===== src/rtl/alu_result_bcd.sv =====
// Sequential binary-to-BCD converter for the ALU result word: iterative double-dabble, one bit per clock.
// Optional ALU_BCD_SEG_EN adds a registered active-low 7-segment output (seg_n) alongside bcd.
module alu_result_bcd #(
  parameter int Width  = 4,
  parameter int DIGITS = 3
) (
  input  logic                  clk,
  input  logic                  rst_n,
  input  logic [2*Width-1:0]    in_data,
  input  logic                  in_valid,
  output logic                  in_ready,
  output logic [4*DIGITS-1:0]   bcd,
  output logic                  out_valid,
`ifdef ALU_BCD_SEG_EN
  output logic [7*DIGITS-1:0]   seg_n,
`endif
  output logic                  ovf
);

  // Handshake: a word is taken on a rising edge where in_valid && in_ready;
  // in_ready is low only while a conversion is running, and nothing is queued.

  localparam int NB = 2 * Width;
  localparam int CW = $clog2(NB + 1);
  localparam int DW = 4 * DIGITS;

  typedef enum logic [1:0] {
    IDLE    = 2'd0,
    CONVERT = 2'd1,
    DONE    = 2'd2
  } state_t;

  state_t          state;
  state_t          state_nxt;

  logic [NB-1:0]   shift_q;
  logic [DW-1:0]   dig_q;
  logic [CW-1:0]   cnt_q;
  logic            ovf_acc_q;

  logic            accept;
  logic            last_iter;
  logic [DW-1:0]   dig_adj;
  logic [DW-1:0]   dig_nxt;
  logic [NB-1:0]   shift_nxt;
  logic            carry_out;

  assign accept    = in_valid && in_ready;
  assign last_iter = (state == CONVERT) && (cnt_q == CW'(NB - 1));

  // One double-dabble step: correct every digit >= 5, then shift the whole chain left.
  always_comb begin
    dig_adj = dig_q;
    for (int i = 0; i < DIGITS; i++) begin
      if (dig_q[4*i +: 4] >= 4'd5) begin
        dig_adj[4*i +: 4] = dig_q[4*i +: 4] + 4'd3;
      end
    end
    {carry_out, dig_nxt, shift_nxt} = {dig_adj, shift_q, 1'b0};
  end

  always_ff @(posedge clk or negedge rst_n) begin
    if (!rst_n) begin
      state <= IDLE;
    end else begin
      state <= state_nxt;
    end
  end

  always_comb begin
    state_nxt = state;
    case (state)
      IDLE:    if (accept)    state_nxt = CONVERT;
      CONVERT: if (last_iter) state_nxt = DONE;
      DONE:    if (accept)    state_nxt = CONVERT;
      default:                state_nxt = IDLE;
    endcase
  end

  always_comb begin
    in_ready = (state != CONVERT);
  end

`ifdef ALU_BCD_SEG_EN
  function automatic logic [6:0] seg7(input logic [3:0] d);
    case (d)
      4'd0:    seg7 = 7'b1000000;
      4'd1:    seg7 = 7'b1111001;
      4'd2:    seg7 = 7'b0100100;
      4'd3:    seg7 = 7'b0110000;
      4'd4:    seg7 = 7'b0011001;
      4'd5:    seg7 = 7'b0010010;
      4'd6:    seg7 = 7'b0000010;
      4'd7:    seg7 = 7'b1111000;
      4'd8:    seg7 = 7'b0000000;
      4'd9:    seg7 = 7'b0010000;
      default: seg7 = 7'b1111111;
    endcase
  endfunction

  logic [7*DIGITS-1:0] seg_nxt;

  always_comb begin
    seg_nxt = '1;
    for (int i = 0; i < DIGITS; i++) begin
      seg_nxt[7*i +: 7] = seg7(dig_nxt[4*i +: 4]);
    end
  end

  always_ff @(posedge clk or negedge rst_n) begin
    if (!rst_n) begin
      seg_n <= '1;
    end else if (last_iter) begin
      seg_n <= seg_nxt;
    end
  end
`endif

  // bcd/ovf are only written at completion, so an accept in DONE leaves the old digits shown.
  always_ff @(posedge clk or negedge rst_n) begin
    if (!rst_n) begin
      shift_q   <= '0;
      dig_q     <= '0;
      cnt_q     <= '0;
      ovf_acc_q <= 1'b0;
      bcd       <= '0;
      ovf       <= 1'b0;
      out_valid <= 1'b0;
    end else if (accept) begin
      shift_q   <= in_data;
      dig_q     <= '0;
      cnt_q     <= '0;
      ovf_acc_q <= 1'b0;
      out_valid <= 1'b0;
    end else if (state == CONVERT) begin
      shift_q   <= shift_nxt;
      dig_q     <= dig_nxt;
      cnt_q     <= cnt_q + CW'(1);
      ovf_acc_q <= ovf_acc_q | carry_out;
      if (last_iter) begin
        bcd       <= dig_nxt;
        ovf       <= ovf_acc_q | carry_out;
        out_valid <= 1'b1;
      end
    end
  end

endmodule

===== config.mk =====
export PLATFORM = sky130hd
export DESIGN_NAME = alu_result_bcd
export DESIGN_NICKNAME = d
export VERILOG_FILES = /design/src/rtl/alu_result_bcd.sv
export SDC_FILE = /design/constraint.sdc
export NUM_CORES = 1
export LEC_CHECK = 0
export ABC_AREA = 1
export BUFFER_PORTS_ARGS = -buffer_cell sky130_fd_sc_hd__buf_4
export CAP_MARGIN = 20
export CORE_MARGIN = 4
export CORE_UTILIZATION = 59
export DETAILED_ROUTE_END_ITERATION = 16
export PLACE_DENSITY = 0.83
export SKIP_LAST_GASP = 1
export SYNTH_ARGS = -nofsm -noshare
export SYNTH_HDL_FRONTEND = slang
export SYNTH_SLANG_ARGS = --single-unit

===== constraint.sdc =====
create_clock -name clk -period 3.8 [get_ports clk]
set_clock_uncertainty 0.05 [all_clocks]
set_input_delay 0.38 -clock clk [delete_from_list [all_inputs] [get_ports clk]]
set_output_delay 0.38 -clock clk [all_outputs]
set_load 0.05 [all_outputs]

==> run summary, run 1 <==
WS Path Type = flip-flop to output port
Slew @ Worst Pin = 0.5091 ns
Yosys cell types = 28
Nets = 302
HP Class = primary input to flip-flop
Commonest non-fill, non-tap cells in the layout = nand2_1, dfrtp_1, inv_1
Commonest non-fill, non-tap cell in the layout = nand2_1
Worst VDD drop = 0.4744 mV
RSZ-0062 raised after global routing = no
Placer Congestion = 0.8325
Tot GR Track Use = 21.51%
LEAKAGE = 1.270 nW
Seq cells post-synth = 41
Slowest cell delay on critical path = 0.42 ns
CP startpoint kind = flip-flop
Num CTS Buffers = 5
Top delay family on crit path = flip-flops
Initial DRT Pass Iterations = 4
Fin. Hold Viols = 0
Final setup fails = 0
DR iter-0 viols = 123
CP max FO = 12
Antenna cells = 0
Yosys warns = 0
Largest net degree at the start of global routing = 42
Hold buffers post-CTS = 1
Clock Tree Buf Depth = 2
Clock Latency Late Sink = 0.35 ns
DRC viols = 0
DR WL/cell = 12.50 um
Antenna Violating Nets Remaining = 0
CP max stage cell = dfrtp_1
Via Count = 1696
Syn Area/Cell = 8.138 um^2
Fin. max-slew vios = 0
CTS root buf = clkbuf_4
Setup tns final = 0 ns
Synth Net Count = 274
Total gr overflow = 0
Final hold slack = 0.1681 ns
Power per cell area = 919.6 mW/mm^2
Area delta synth->final = 13.39%
CP required = 3.37 ns
Post_cts resized = 0
Finished Cell Area = 0.002362 mm^2
Clock Pin Slew Worst Setup and Hold Paths = 0.12 ns
Setup repair bufs after CTS = 0
Vias per cell = 5.124
Final-layout fill cell count = 281
Vias in the first global route = 1591
Post-layout util = 70.24%
Initial core utilization = 61.94%
Final wirelength = 4138 um
TritonCTS clock tree = done
Cell count after synthesis = 256
Placed instance area = 0.002282 mm^2
Die area = 0.004545 mm^2
Slew margin rel. = 66.06%
I/O pin count = 26
Cell-by-cell trace of the critical path = inv_1 > nand2_4 > buf_4
Share of layout cells above drive strength 1 = 16.14%
Die Ht = 67.42 um
Period utilization = 44.19%
Register area share after synthesis = 49.25%
I/O Buffers = 25
CORE AREA = 0.003363 mm^2
Global-route wire length before repair = 7169 um
CTS H-tree lvls = 2
Critical path data arrival time = 1.25 ns
Die Width = 67.42 um
CTS sink count = 41
Netlist Area Pre-Place = 0.002083 mm^2
Tmin final = 1.679 ns
Rows = 21
Crit. End Element = output port
MaxCap Viol Count = 0
Max Clock Freq = 0.5955 GHz
Initial antenna violation count = 0
Critical path buffer and inverter count = 2
Outcome = completed
Hpwl dp = 2796 um
worst paths after layout:
path	startpoint	endpoint	slack, ns	cells past startpoint
setup / recovery	state[1]	in_ready	2.12	3
hold / removal	in_valid	state[1]	0.17	2
setup reg to reg	state[1]	cnt_q[1]	2.12	5
hold reg to reg	bcd[6]	bcd[6]	0.44	2
max in group asynchronous	rst_n	dig_q[0]	2.87	2
min in group asynchronous	rst_n	bcd[5]	0.47	2
cells in the mapped netlist, drive strengths merged:
cell type | number | area [um^2]
nand2 | 107 | 419.2
dfrtp | 41 | 1026
inv | 31 | 121.4
nand3 | 22 | 110.1
o21ai | 14 | 70.07
nor2 | 10 | 71.32
ha | 7 | 87.58
buf | 5 | 46.28
nand4 | 4 | 25.02
a21oi | 3 | 15.01
o221ai | 3 | 26.28
o22ai | 3 | 18.77
o211ai | 2 | 15.01
a21boi | 1 | 7.510
a22o | 1 | 8.760
o21bai | 1 | 7.510
o31ai | 1 | 7.510
registers in the layout, summed over array words and instances (netlist names):
signal / count
state: 2
out_valid: 1
dig_q: 12
ovf_acc_q: 1
bcd: 12
ovf: 1
shift_q: 8
cnt_q: 4
metrics by stage:
| step | instances | setup slack [ns] | power [mW] |
|---|---|---|---|
| finish | 331 | 2.121 | 2.172 |
| global route | 331 | 1.978 | 2.364 |
| CTS | 331 | 2.099 | 2.183 |
| detailed placement | 322 | 2.108 | 1.924 |
| global placement | 322 | 2.189 | 1.897 |
| floorplan | 256 | 2.440 | 1.659 |
cell families after synthesis:
kind of cell | synth area share, %
DFF | 49.25
adders and majority gates | 4.204
AOI/OAI and AO/OA | 8.469
and+or+nand+nor | 30.03
buffers and inverters | 8.048
layer usage:
metal  GRT usage (%)  part of all wire (%)  vias up  wire length, um
li1                -                     -      874                -
met1           27.54                    45      765             1869
met2           34.11                    47       49             1962
met3           5.990                   5.5        8              229
met4           9.367                   1.8        0               76
met5               0                     0        -                0
area by class of cell:
cell class | count | area, um^2 | share of cell area (%)
Clock buffer | 7 | 65.06 | 2.754
Clock inverter | 1 | 5.005 | 0.2119
Inverter | 31 | 121.4 | 5.138
Multi-Input combinational cell | 179 | 889.6 | 37.66
Sequential cell | 41 | 1026 | 43.43
Tap cell | 46 | 57.56 | 2.436
Timing Repair Buffer | 26 | 197.7 | 8.369
power by group:
part / switching, mW / internal [mW]
Clock: 0.141 / 0.107
Combinational: 0.791 / 0.376
Sequential: 0.136 / 0.622
Total: 1.07 / 1.10
Power figures use the tool's default switching activity.
==> run 2, diff against run 1 <==
--- a/config.mk
+++ b/config.mk
@@ -9,9 +9,9 @@
 export BUFFER_PORTS_ARGS = -buffer_cell sky130_fd_sc_hd__buf_4
 export CAP_MARGIN = 20
 export CORE_MARGIN = 4
-export CORE_UTILIZATION = 59
+export CORE_UTILIZATION = 51
 export DETAILED_ROUTE_END_ITERATION = 16
-export PLACE_DENSITY = 0.83
+export PLACE_DENSITY = 0.76
 export SKIP_LAST_GASP = 1
 export SYNTH_ARGS = -nofsm -noshare
 export SYNTH_HDL_FRONTEND = slang
==> constraint.sdc (replaced) <==
create_clock -name clk -period 1.4 [get_ports clk]
set_clock_uncertainty 0.05 [all_clocks]
set_input_delay 0.14 -clock clk [delete_from_list [all_inputs] [get_ports clk]]
set_output_delay 0.14 -clock clk [all_outputs]
set_load 0.05 [all_outputs]
==> run summary, run 2 (synthesis results as in run 1) <==
Placer Congestion = 0.8803
WHS Path Cells = 3
CP startpoint kind = flip-flop
Fin. max-slew vios = 0
Nets = 331
Slew margin rel. = 65.82%
CTS H-tree lvls = 2
Critical path origin = cnt_q[1]
Power per cell area = 2514 mW/mm^2
DRC viols = 0
Vias in the first global route = 1786
Fin. Hold Viols = 0
Reg2Reg Capture Point = bcd[11]
Initial DRT Pass Iterations = 5
Antenna Violating Nets Remaining = 0
Finished Cell Area = 0.002704 mm^2
Share of layout cells above drive strength 1 = 31.09%
Num CTS Buffers = 5
MaxCap Viol Count = 0
Final setup fails = 0
DR WL/cell = 13.25 um
CORE AREA = 0.003799 mm^2
Clock Latency Late Sink = 0.29 ns
CTS sink count = 41
Total Power = 6.799 mW
Place WS = -0.09121 ns
Die Ht = 71.91 um
Final hold slack = 0.01088 ns
Tmin final = 1.381 ns
Setup tns final = 0 ns
Commonest non-fill, non-tap cells in the layout = nand2_1, buf_4, dfrtp_1
Post-layout util = 71.18%
Final wirelength = 4770 um
Clock Pin Slew Worst Setup and Hold Paths = 0.08 ns
Final-layout fill cell count = 296
Initial core utilization = 54.84%
Crit. End Element = flip-flop
Die Width = 71.91 um
Rows = 22
Register-to-Register Path Depth = 8
Critical path data arrival time = 1.50 ns
R2R Setup Slk = 0.02 ns
Period utilization = 98.67%
Max Clock Freq = 0.7239 GHz
DR iter-0 viols = 118
HP Class = primary input to flip-flop
Area delta synth->final = 29.79%
Cell Count, Final, Fillers Out = 360
R2R Path Start = cnt_q[1]
Via Count = 1845
Clock Tree Buf Depth = 2
Outcome = completed
CTS root buf = clkbuf_8
WS Path Type = flip-flop to flip-flop
Biggest regs = bcd x12, dig_q x12, shift_q x8
Initial antenna violation count = 0
Worst VDD drop = 1.334 mV
RSZ-0062 raised after global routing = yes
Total gr overflow = 0
I/O Buffers = 25
Tot GR Track Use = 18.91%
Global-route wire length before repair = 7755 um
CP required = 1.52 ns
Vias per cell = 5.125
LEAKAGE = 1.415 nW
Slew @ Worst Pin = 0.5127 ns
Die area = 0.005171 mm^2
CP max FO = 17
Antenna cells = 0
Hpwl dp = 3144 um
Final WS setup = 0.01866 ns
Placed instance area = 0.002427 mm^2
I/O pin count = 26
Largest net degree at the start of global routing = 42
TritonCTS clock tree = done
End point of the critical path = bcd[11]
Commonest non-fill, non-tap cell in the layout = nand2_1
Placed Cells = 343
run 2: per-layer routing:
metal  global-route usage, %  part of all wire [%]
met1                   23.21                    43
met2                   33.16                    51
met4                   5.846                   1.1
met3                   4.155                   5.4
met5                       0                     0
run 2: worst min-delay path by stage:
stage / endpoint / startpoint / slack, ns
2_1_floorplan: bcd[0] / rst_n / -0.21
3_3_place_gp: dig_q[6] / rst_n / 0.10
3_5_place_dp: bcd[6] / rst_n / 0.10
4_1_cts: shift_q[1] / in_data[1] / 0.0004
5_1_grt: shift_q[1] / in_data[1] / 0.008
6_report: shift_q[7] / in_data[7] / 0.01
run 2: final cells by class:
| class | count | area, um^2 | area share, % |
|---|---|---|---|
| multi-input combinational | 179 | 974.7 | 36.05 |
| clock inverter | 1 | 5.005 | 0.1851 |
| timing repair inverter | 1 | 7.507 | 0.2776 |
| tap | 48 | 60.06 | 2.221 |
| timing repair buffer | 54 | 434.2 | 16.06 |
| sequential | 41 | 1026 | 37.95 |
| clock buffer | 5 | 68.82 | 2.545 |
| inverter | 31 | 127.6 | 4.720 |
run 2: timing repair:
action                                 in CTS  in global routing
setup endpoints to repair                  16                 28
cloned                                      0                  1
pin swaps                                   1                  8
setup buffers                               3                  5
gates resized for setup                     3                 33
endpoints found under the hold margin      42                  0
hold buffers                                2                  0
run 2: critical path, cell delays in order, from the launching register on:
cell,delay (ns)
dfrtp_1,0.38
ha_2,0.21
nand2_2,0.08
nor2_4,0.12
inv_4,0.06
nor2_8,0.13
inv_6,0.09
nand2_1,0.06
o21ai_0,0.07
run 2: where the power goes:
part           internal, mW  switching [mW]
Combinational          1.58            2.43
Sequential             1.69           0.373
Clock                 0.328           0.388
Total                  3.60            3.19
==> run 3, diff against run 2 <==
--- a/config.mk
+++ b/config.mk
@@ -5,13 +5,13 @@
 export SDC_FILE = /design/constraint.sdc
 export NUM_CORES = 1
 export LEC_CHECK = 0
-export ABC_AREA = 1
 export BUFFER_PORTS_ARGS = -buffer_cell sky130_fd_sc_hd__buf_4
 export CAP_MARGIN = 20
 export CORE_MARGIN = 4
 export CORE_UTILIZATION = 51
+export CTS_CLUSTER_SIZE = 8
 export DETAILED_ROUTE_END_ITERATION = 16
-export PLACE_DENSITY = 0.76
+export PLACE_DENSITY = 0.77
 export SKIP_LAST_GASP = 1
 export SYNTH_ARGS = -nofsm -noshare
 export SYNTH_HDL_FRONTEND = slang
==> run summary, run 3 <==
Final wirelength = 3899 um
I/O Buffers = 25
Die area = 0.004903 mm^2
Largest cells by area after synthesis = dfrtp_1, nand2_1, o21ai_0
Outcome = complete, but fails checks
Vias per cell = 5.241
Biggest regs = bcd x12, dig_q x12, shift_q x8
Tot GR Track Use = 16.62%
Final WS setup = -0.05535 ns
Initial core utilization = 53.19%
Cell count after synthesis = 196
Worst VDD drop = 1.207 mV
CP max FO = 4
Period utilization = 104.0%
CORE AREA = 0.003689 mm^2
RSZ-0062 raised after global routing = yes
MaxCap Viol Count = 0
Vias in the first global route = 1456
Rows = 22
Clock Pin Slew Worst Setup and Hold Paths = 0.07 ns
Global-route wire length before repair = 6444 um
Clock Latency Late Sink = 0.29 ns
Slowest cell delay on critical path = 0.45 ns
Worst Hold End = shift_q[0]
Via Count = 1525
HP Class = primary input to flip-flop
CP max stage cell = dfrtp_2
Max Clock Freq = 0.6871 GHz
CTS sink count = 41
Synth Net Count = 214
CP startpoint kind = flip-flop
Synth top area share = 52.30%
DR iter-0 viols = 65
Register-to-Register Path Depth = 6
Seq cells post-synth = 41
Antenna Violating Nets Remaining = 0
R2R Setup Slk = -0.06 ns
Reg2Reg Capture Point = bcd[10]
Hold Path Origin = in_data[0]
Slew @ Worst Pin = 0.5031 ns
Placed instance area = 0.002394 mm^2
Largest net degree at the start of global routing = 42
Critical path buffer and inverter count = 1
DR WL/cell = 13.40 um
Fin. max-slew vios = 0
CTS root buf = clkbuf_8
Power per cell area = 2465 mW/mm^2
Area delta synth->final = 32.40%
Total gr overflow = 0
Netlist Area Pre-Place = 0.001962 mm^2
Commonest non-fill, non-tap cells in the layout = buf_4, dfrtp_1, nand2_1
Hpwl dp = 2694 um
WS Path Type = flip-flop to flip-flop
Nets = 262
Setup tns final = -0.2041 ns
Share of layout cells above drive strength 1 = 38.68%
Commonest non-fill, non-tap cell in the layout = buf_4
CTS H-tree lvls = 2
Die Width = 70.02 um
Antenna cells = 0
Crit. End Element = flip-flop
WHS Path Cells = 3
Register area share after synthesis = 52.30%
Most frequent cells after synthesis = dfrtp_1, nand2_1, o21ai_0, o21ai_1, nand3_1
Num CTS Buffers = 5
Ys async rst share = 100.0%
Cell-by-cell trace of the critical path = inv_2 > ha_4 > nand2b_4 > a21oi_4 > mux2_4 > o21ai_2
Ys flop type = dfrtp_1
Clock Tree Buf Depth = 2
Placer Congestion = 0.7921
Tmin final = 1.455 ns
EDFF count, synth = 0
Total Power = 6.403 mW
Final setup fails = 7
Finished Cell Area = 0.002597 mm^2
DRC viols = 0
Initial DRT Pass Iterations = 4
Violated checks = setup timing
Slew margin rel. = 66.46%
Die Ht = 70.02 um
Yosys warns = 0
Syn Area/Cell = 10.01 um^2
R2R Path Start = dig_q[8]
Synth area leader = dfrtp_1
I/O pin count = 26
CP required = 1.57 ns
Yosys cell types = 29
Critical path origin = dig_q[8]
Initial antenna violation count = 0
Count leader, synth = dfrtp_1
Critical path data arrival time = 1.63 ns
Final-layout fill cell count = 298
LEAKAGE = 1.211 nW
Post-layout util = 70.42%
TritonCTS clock tree = done
Top delay family on crit path = flip-flops
Fin. Hold Viols = 0
run 3: cell count changes in the layout (fill, tap and decap cells not counted), moves of 4 or more:
cell     delta
inv_1      -18
mux2i_1     +8
nand2_1    -63
nand2_2     -9
nand3_1    -11
nand4_1     -4
o21ai_0     +9
o21ai_1    +12
run 3: layout make-up:
class / instances / area [um^2] / area share (%)
Inverter: 8 / 30.03 / 1.156
Sequential cell: 41 / 1027 / 39.55
Clock buffer: 5 / 68.82 / 2.649
Timing Repair Buffer: 50 / 402.9 / 15.51
Clock inverter: 1 / 5.005 / 0.1927
Tap cell: 48 / 60.06 / 2.312
Multi-Input combinational cell: 138 / 1003 / 38.63
run 3: metal layers:
layer  global-route usage (%)  up-vias  share of wire [%]  routed length (um)
met5                        0        -                  0                   0
met1                    20.39      714                 44                1711
met4                    8.936        0                2.5                  96
met3                    3.022       11                4.2                 165
met2                    27.60       34                 49                1925
li1                         -      766                  -                   -
run 3: where the power goes:
group / internal, mW / switching, mW / leakage [nW] / total, mW
Sequential: 1.68 / 0.405 / 0.523 / 2.09
Combinational: 1.61 / 2.00 / 0.648 / 3.61
Clock: 0.328 / 0.379 / 0.0399 / 0.707
run 3: worst max path at each step:
stage	endpoint	slack [ns]	cells past startpoint
floorplan	dig_q[2]	0.004	6
global placement	bcd[6]	-0.02	5
detailed placement	bcd[10]	-0.05	5
CTS	bcd[10]	-0.06	5
global route	dig_q[2]	-0.11	6
finish	bcd[10]	-0.06	6
run 3: timing repair:
action | in CTS | in global routing
hold endpoints to repair | 41 | 0
buffers inserted | 2 | 5
hold buffers | 1 | 0
pin swaps | 1 | 3
setup endpoints to repair | 11 | 24
resized for setup | 4 | 13
run 3: stage by stage:
stage / hold slack (ns) / setup WS, ns / instances
floorplan: -0.2056 / 0.004093 / 196
global placement: 0.09862 / -0.01599 / 277
detailed placement: 0.09998 / -0.04503 / 277
CTS: 0.03366 / -0.06176 / 286
global route: 0.08369 / -0.1134 / 291
finish: 0.04445 / -0.05535 / 291
run 3: cells by family after synthesis:
family | after synthesis | synth area share [%]
simple gates | 66 | 16.96
compound gates | 50 | 13.71
flops | 41 | 52.30
buf+inv | 17 | 4.400
mux | 11 | 6.378
fa+ha+maj | 7 | 4.464
xor+xnor | 4 | 1.786
run 3: worst register-to-register path, cell delays in order (launching register included):
cell and delay [ns]:
dfrtp_2 0.45, inv_2 0.09, ha_4 0.16, nand2b_4 0.07, a21oi_4 0.14, mux2_4 0.33, o21ai_2 0.11
